--- src/rtl/word_serializer.sv ---
// Parallel-to-serial word transmitter, MSB first, with bit-valid strobe and done pulse.
// Optional even-parity trailer bit when the SER_PARITY_EN macro is defined.
//
// state      | meaning
// -----------+---------------------------------------------------------
// ST_IDLE    | waiting for a load; ready=1
// ST_SHIFT   | driving word bits MSB..LSB, one per cycle
// ST_PARITY  | driving even parity of the loaded word (SER_PARITY_EN only)
// ST_DONE    | one-cycle completion pulse; a new load may be accepted here
module word_serializer #(
  parameter int WIDTH = 32
) (
  input  logic             CLK,
  input  logic             RESETn,
  input  logic [WIDTH-1:0] dataIn,
  input  logic             load,
  input  logic             abort,
  output logic             ready,
  output logic             serialOut,
  output logic             bitValid,
  output logic             done
);

  localparam int CW = $clog2(WIDTH);

`ifdef SER_PARITY_EN
  typedef enum logic [1:0] {ST_IDLE, ST_SHIFT, ST_PARITY, ST_DONE} state_t;
`else
  typedef enum logic [1:0] {ST_IDLE, ST_SHIFT, ST_DONE} state_t;
`endif

  state_t           state, state_nxt;
  logic [WIDTH-1:0] shreg;
  logic [CW-1:0]    cnt;
  logic             load_ok;
`ifdef SER_PARITY_EN
  logic             par;
`endif

  // ready is pure state decode, so load acceptance never loops through an output
  assign ready   = (state == ST_IDLE) || (state == ST_DONE);
  assign load_ok = load && ready && !abort;

  always_ff @(posedge CLK or negedge RESETn) begin
    if (!RESETn) begin
      state <= ST_IDLE;
      shreg <= '0;
      cnt   <= '0;
`ifdef SER_PARITY_EN
      par   <= 1'b0;
`endif
    end else begin
      state <= state_nxt;
      if (load_ok) begin
        shreg <= dataIn;
        cnt   <= CW'(WIDTH - 1);
`ifdef SER_PARITY_EN
        par   <= ^dataIn;
`endif
      end else if (state == ST_SHIFT) begin
        shreg <= {shreg[WIDTH-2:0], 1'b0};
        if (cnt != '0) cnt <= cnt - CW'(1);
      end
    end
  end

  always_comb begin
    state_nxt = state;
    unique case (state)
      ST_IDLE:  if (load_ok) state_nxt = ST_SHIFT;
      ST_SHIFT: begin
        if (abort) state_nxt = ST_IDLE;
        else if (cnt == '0) begin
`ifdef SER_PARITY_EN
          state_nxt = ST_PARITY;
`else
          state_nxt = ST_DONE;
`endif
        end
      end
`ifdef SER_PARITY_EN
      ST_PARITY: state_nxt = abort ? ST_IDLE : ST_DONE;
`endif
      ST_DONE:  state_nxt = load_ok ? ST_SHIFT : ST_IDLE;
      default:  state_nxt = ST_IDLE;
    endcase
  end

  always_comb begin
    serialOut = 1'b0;
    bitValid  = 1'b0;
    done      = (state == ST_DONE);
    if (state == ST_SHIFT) begin
      serialOut = shreg[WIDTH-1];
      bitValid  = 1'b1;
    end
`ifdef SER_PARITY_EN
    if (state == ST_PARITY) begin
      serialOut = par;
      bitValid  = 1'b1;
    end
`endif
  end

endmodule

--- config.mk ---
export PLATFORM = sky130hd
export DESIGN_NAME = word_serializer
export DESIGN_NICKNAME = d
export VERILOG_FILES = /design/src/rtl/word_serializer.sv
export SDC_FILE = /design/constraint.sdc
export NUM_CORES = 1
export LEC_CHECK = 0
export BUFFER_PORTS_ARGS = -buffer_cell sky130_fd_sc_hd__buf_2
export CAP_MARGIN = 40
export CORE_MARGIN = 2
export CORE_UTILIZATION = 57
export DETAILED_ROUTE_END_ITERATION = 10
export PLACE_DENSITY = 0.93
export SKIP_LAST_GASP = 1
export SYNTH_ARGS = -nofsm -noshare
export SYNTH_HDL_FRONTEND = slang
export SYNTH_SLANG_ARGS = --single-unit
--- constraint.sdc ---
create_clock -name CLK -period 3.2 [get_ports CLK]
set_input_delay 0.16 -clock CLK [delete_from_list [all_inputs] [get_ports CLK]]
set_output_delay 0.16 -clock CLK [all_outputs]
set_load 0.01 [all_outputs]
==> results of run 1 <==
==> final timing paths <==
check	to	slack [ns]
max	serialOut	1.31
min	shreg[15]	0.02
max reg2reg	cnt[2]	1.42
min reg2reg	shreg[10]	0.51
max in group asynchronous	cnt[3]	2.24
min in group asynchronous	cnt[0]	0.44
==> power groups by stage <==
| stage | logic, W | clock network [W] | registers, W |
|---|---|---|---|
| 2_1_floorplan | 0.000203 | 0 | 0.000697 |
| 3_3_place_gp | 0.000258 | 0 | 0.000717 |
| 3_5_place_dp | 0.000285 | 0 | 0.000722 |
| 4_1_cts | 0.000287 | 0.000290 | 0.000715 |
| 5_1_grt | 0.000329 | 0.000314 | 0.000734 |
| 6_report | 0.000283 | 0.000285 | 0.000717 |
==> flip-flops by register name (all words and copies together) (netlist names) <==
register  flops
state         2
cnt           5
shreg        32
==> final cells by class <==
| cell class | count | area, um^2 | share of cell area |
|---|---|---|---|
| tap | 33 | 41.3 | 0.0201 |
| multi-input combinational | 119 | 691 | 0.336 |
| inverter | 5 | 18.8 | 0.00914 |
| clock buffer | 8 | 68.8 | 0.0335 |
| timing repair buffer | 44 | 258 | 0.126 |
| sequential | 39 | 976 | 0.475 |
==> routing by layer <==
metal,part of all wire,GRT usage
met5,0,0
met4,0.0064,0.0649
met3,0.065,0.0742
met2,0.48,0.407
met1,0.45,0.301
==> worst register-to-register path, delay by kind of cell (launching register included) <==
kind            cells  cell delay, ns
simple gates        1            0.52
flops               1            0.42
compound gates      2            0.38
fa+ha+maj           1            0.24
buf+inv             1            0.09
==> logic make-up (layout without fill, tap and decap cells) <==
group	Yosys count	after routing
adders and majority gates	1	1
and+or+nand+nor	79	79
AOI/OAI and AO/OA	38	38
buffers and inverters	19	57
DFF	39	39
muxes	1	1
==> cell usage in the layout (no fill, tap or decap), drive strengths merged <==
cell / Yosys / final
a22oi: 31 / 31
a311oi: 1 / 1
a31oi: 1 / 1
and2: 1 / 1
buf: 13 / 42
clkbuf: 1 / 8
dfrtp: 39 / 39
dlygate4sd3: 0 / 2
ha: 1 / 1
inv: 5 / 5
mux2i: 1 / 1
nand2: 34 / 34
nand2b: 1 / 1
nand3: 35 / 35
nor2: 1 / 1
nor2b: 1 / 1
nor3: 2 / 2
nor3b: 1 / 1
nor4b: 1 / 1
o21ai: 2 / 2
o311ai: 1 / 1
o31ai: 1 / 1
o41ai: 1 / 1
or3b: 1 / 1
or4b: 1 / 1
==> stage by stage <==
step	worst slack (ns)	utilization	area, um^2
2_1_floorplan	1.65	-	1740
3_3_place_gp	1.47	0.650	1940
3_5_place_dp	1.45	0.660	1960
4_1_cts	1.31	0.689	2050
5_1_grt	1.19	0.689	2050
6_report	1.31	0.689	2050
==> results_dict.tcl, run 1 <==
set metrics [dict create \
    status "complete, no violations" \
    p_int_w 0.000882 \
    critical_path_depth 4 \
    drt_iter0_drc 107 \
    switching_share 0.314 \
    fillers 255 \
    dr.pass1.iters 4 \
    yosysTopAreaCellShare 0.560 \
    reg2reg_from "cnt[0]" \
    antenna_found_initial 0 \
    cts-resized-gates 0 \
    maxCapViolCount 0 \
    ys_top_cells_by_area "dfrtp_1 56%, a22oi_1 13%, nand3_1 10%" \
    synth_cells 177 \
    drc 0 \
    critPathMaxStageDelay_ns 0.46 \
    ys_ff_latch 39 \
    grt_max_degree 40 \
    cts_made_buffers 5 \
    crit_type "register to primary output" \
    finalSetupTns_ns 0 \
    htreeDepth 2 \
    clk_latency_ns 0.35 \
    core_area_um2 2980 \
    tightest_slew_ns 0.830 \
    final-hold-violation-count 0 \
    clk_pin_slew_ns 0.12 \
    slew_violations 0 \
    wire_per_inst_um 15.2 \
    clkPwrFrac 0.222 \
    synth_fa_ha_area_frac 0.00718 \
    cp_num_buf_inv 2 \
    finClkSkew_ns 0.00936 \
    yosys-mux-area-fraction 0.00575 \
    drt-total-wl_mm 3.76 \
    post-cts-setup-buffers 0 \
    synth_xor_area_frac 0 \
    syn_to_final_growth_pct 17.9 \
    p_total_w 0.00128 \
    setup_violations 0 \
    postRouteAntennaNets 0 \
    avgSynthCellArea_um2 9.84 \
    p_per_area_nw_per_um2 626 \
    ys_top_cells_by_count "39 x dfrtp_1, 35 x nand3_1, 34 x nand2_1" \
    leakagePower_nw 1.05 \
    hold_class "input port to register" \
    ys.flop_type "dfrtp_1" \
    critical_path_peak_fanout 37 \
    finalCritPeriodShare 0.590 \
    fin_nets 251 \
    synthArstFlopShare 1.00 \
    p_switching_w 0.000403 \
    yosysWarnings 0 \
    yosysTopAreaCell "dfrtp_1" \
    rows 20 \
    worstSetupStartpoint "state[1]" \
    via_per_inst 6.00 \
    grtUsageTotal 0.242 \
    dp_hpwl_mm 2.41 \
    rsz0062_at_grt "no" \
    drive_gt1_frac 0.242 \
    r2r_cells 5 \
    cts-root-buf "clkbuf_4" \
    pwr-share-comb 0.220 \
    crit_slowest_cell "inv_2" \
    cts_hold_buf 2 \
    hold_path_depth 3 \
    diodes 0 \
    initial_utilization 0.585 \
    synth_nets 214 \
    stdcell_count 248 \
    pin_count 40 \
    worstHoldStart "dataIn[15]" \
    critPathLaunchType "register" \
    required_ns 3.04 \
    yosysMostFrequentCell "dfrtp_1" \
    cts_tree "yes" \
    slew_headroom 0.447 \
    synthSimpleGateAreaFrac 0.218 \
    fmax_mhz 530 \
    grt_pass1_vias 1478 \
    synth_top_family_by_area "simple AND/OR/NAND/NOR gates" \
    critical_path.endpoint_type "primary output" \
    dieArea_um2 3510 \
    die_y_um 59.3 \
    synth-edff-count 0 \
    period_needed_ns 1.89 \
    clkSinkCount 39 \
    synth_compound_area_frac 0.162 \
    crit_family "buffers and inverters" \
    io_buffers 39 \
    fp.dieW_um 59.3 \
    holdWs_ns 0.0227 \
    netlist_area_um2 1740 \
    crit_chain "nand2b_1 -> inv_2 -> and2_1 -> buf_2" \
    yosysSeqAreaShare 0.560 \
    num_vias 1487 \
    cts_buffer_depth 2 \
    yosysUniqueCellTypes 26 \
    p_seq_frac 0.558 \
    dp.cells 238 \
    grt_pass1_wl_mm 6.34 \
    worstPathArrival_ns 1.73 \
    routabilityCongestion 0.783 \
    grt-ovfl-total 0 \
    vdd_ir_drop_max_mv 0.337 \
]
Note: power is estimated with default switching activity, not from simulation.
==> inputs of run 2 (changes only) <==
--- a/config.mk
+++ b/config.mk
@@ -8,9 +8,9 @@
 export BUFFER_PORTS_ARGS = -buffer_cell sky130_fd_sc_hd__buf_2
 export CAP_MARGIN = 40
 export CORE_MARGIN = 2
-export CORE_UTILIZATION = 57
+export CORE_UTILIZATION = 47
 export DETAILED_ROUTE_END_ITERATION = 10
-export PLACE_DENSITY = 0.93
+export PLACE_DENSITY = 0.83
 export SKIP_LAST_GASP = 1
 export SYNTH_ARGS = -nofsm -noshare
 export SYNTH_HDL_FRONTEND = slang
==> constraint.sdc (replaced) <==
create_clock -name CLK -period 1.5 [get_ports CLK]
set_input_delay 0.075 -clock CLK [delete_from_list [all_inputs] [get_ports CLK]]
set_output_delay 0.075 -clock CLK [all_outputs]
set_load 0.01 [all_outputs]
==> run 2 against run 1 <==
Effect of this change:
- the flow now finishes with violations (negative setup slack)
- sequential share of layout area decreased by 5.5 points
- combinational power grew to 2.7 times the previous value
- sequential power up 110%
- cell area increased by 13%
- non-clock buffer count increased by 15
- critical path type is now register to register
==> results_dict.tcl, run 2 (same netlist as run 1, synthesis figures left out) <==
set metrics [dict create \
    ff_latch_area_um2 977 \
    tightest_slew_ns 0.437 \
    crit_slowest_cell "or4b_4" \
    via_per_inst 5.53 \
    grt_pass1_wl_mm 6.91 \
    antenna_found_initial 0 \
    largest_reg_flops 32 \
    finalSetupTns_ns -0.00629 \
    critical_path_peak_fanout 4 \
    top_regs "shreg (32), cnt (5), state (2)" \
    drc 0 \
    p_int_w 0.00238 \
    setup_violations 1 \
    core_area_um2 3610 \
    cts_made_buffers 5 \
    status "finished with violations" \
    clk_latency_ns 0.28 \
    io_buffers 39 \
    grt-ovfl-total 0 \
    diodes 0 \
    drt-total-wl_mm 3.94 \
    drt_iter0_drc 89 \
    pwr-share-comb 0.232 \
    cts_buffer_depth 2 \
    period_needed_ns 1.51 \
    syn_to_final_growth_pct 33.6 \
    final_cell_mix "39 x buf_2, 38 x dfrtp_1, 34 x nand3_1, 34 x nand2_1, 31 x a22oi_1" \
    regMostFlops "shreg" \
    worstSetupStartpoint "cnt[0]" \
    cts-root-buf "clkbuf_8" \
    fp.dieW_um 64.9 \
    p_seq_frac 0.458 \
    place_ws_ns -0.0407 \
    critPathLaunchType "register" \
    finalCritPeriodShare 1.00 \
    wire_per_inst_um 14.2 \
    postRouteAntennaNets 0 \
    required_ns 1.67 \
    switching_share 0.280 \
    initial_utilization 0.483 \
    cts_tree "yes" \
    num_vias 1537 \
    fmax_mhz 664 \
    holdPathEnd "shreg[2]" \
    grt_pass1_vias 1522 \
    fin_nets 266 \
    clkPwrFrac 0.310 \
    finalWorstSetupSlack_ns -0.00629 \
    pin_count 40 \
    clkSinkCount 39 \
    r2r_cells 5 \
    multi_input_area_um2 722 \
    p_per_area_nw_per_um2 1420 \
    vdd_ir_drop_max_mv 0.804 \
    worstPathArrival_ns 1.67 \
    hold_path_depth 3 \
    leakagePower_nw 1.15 \
    r2r_slack_ns -0.006 \
    fillers 294 \
    slew_headroom 0.709 \
    slew_violations 0 \
    crit_chain "inv_2 -> ha_4 -> or4b_4 -> a311oi_2 -> a31oi_1" \
    violations "negative setup slack" \
    clk_pin_slew_ns 0.08 \
    dr.pass1.iters 4 \
    dp_hpwl_mm 2.51 \
    drive_gt1_frac 0.313 \
    rr_endpoint "cnt[2]" \
    p_switching_w 0.000928 \
    finClkSkew_ns 0.00292 \
    htreeDepth 2 \
    critPathMaxStageDelay_ns 0.49 \
    final_common_cell "buf_2" \
    routabilityCongestion 0.751 \
    die_y_um 64.9 \
    worstHoldStart "dataIn[2]" \
    dieArea_um2 4210 \
    grt_max_degree 37 \
    maxCapViolCount 0 \
    reg2reg_from "cnt[0]" \
    critical_path.endpoint_type "register" \
    crit_type "register to register" \
    hold_class "input port to register" \
    grtUsageTotal 0.210 \
    final-hold-violation-count 0 \
    rows 22 \
    rsz0062_at_grt "yes" \
]
==> run 2: changes by cell type in the layout (fill, tap and decap cells not counted), sizes merged <==
cell and change:
buf +13, clkbuf -3, bufinv +2, dlygate4sd3 +2, clkinvlp +1
==> run 2: worst max-delay path by stage <==
stage	endpoint	slack, ns	cells after the start
finish	cnt[2]	-0.006	5
global route	cnt[2]	-0.03	5
CTS	serialOut	-0.01	5
detailed placement	cnt[2]	-0.04	5
global placement	cnt[2]	0.02	5
floorplan	cnt[2]	0.004	5
==> run 2: layout make-up <==
cell class | count | share of cell area
Inverter | 5 | 0.0113
Tap cell | 48 | 0.0258
Timing Repair Buffer | 59 | 0.174
Clock inverter | 3 | 0.0290
Multi-Input combinational cell | 119 | 0.310
Clock buffer | 5 | 0.0296
Sequential cell | 39 | 0.420
==> run 2: power by group through the flow <==
stage | clock, W | combinational [W] | sequential (W)
after CTS | 0.00104 | 0.000768 | 0.00151
final | 0.00103 | 0.000769 | 0.00151
after detailed placement | 0 | 0.000712 | 0.00152
after global placement | 0 | 0.000682 | 0.00151
after global routing | 0.00109 | 0.000877 | 0.00155
after floorplan | 0 | 0.000436 | 0.00149
==> run 2: repair_timing <==
item / 4_1_cts / 5_1_grt
gates resized for setup: 6 / 3
endpoints found under the setup margin: 4 / 3
pin swaps: 0 / 1
hold endpoints to repair: 21 / 0
buffers inserted: 1 / 1
hold buffers: 4 / 0
==> run 2: critical path, delay by kind of cell, from the launching register on <==
family	cells	cell delay, ns
AO/OA/AOI/OAI	2	0.28
adder cells (fa/ha/maj)	1	0.13
buffers and inverters	1	0.09
flip-flops	1	0.40
AND/OR/NAND/NOR	1	0.49
==> run 2: through the flow <==
step                      power (W)  instances   util  hold WS, ns  instance area (um^2)
after global placement      0.00219        264  0.582       0.0438                  2100
after CTS                   0.00332        277  0.641      0.00110                  2310
after floorplan             0.00192        177      -       -0.221                  1740
after global routing        0.00352        278  0.645      0.00376                  2330
after detailed placement    0.00223        264  0.582       0.0422                  2100
final                       0.00331        278  0.645      0.00280                  2330
==> run 2: layer usage <==
metal | track usage | wire (um) | vias to the layer above
li1 | - | - | 741
met5 | 0 | 0 | -
met1 | 0.281 | 1760 | 744
met3 | 0.0417 | 202 | 4
met2 | 0.345 | 1930 | 48
met4 | 0.0638 | 42 | 0
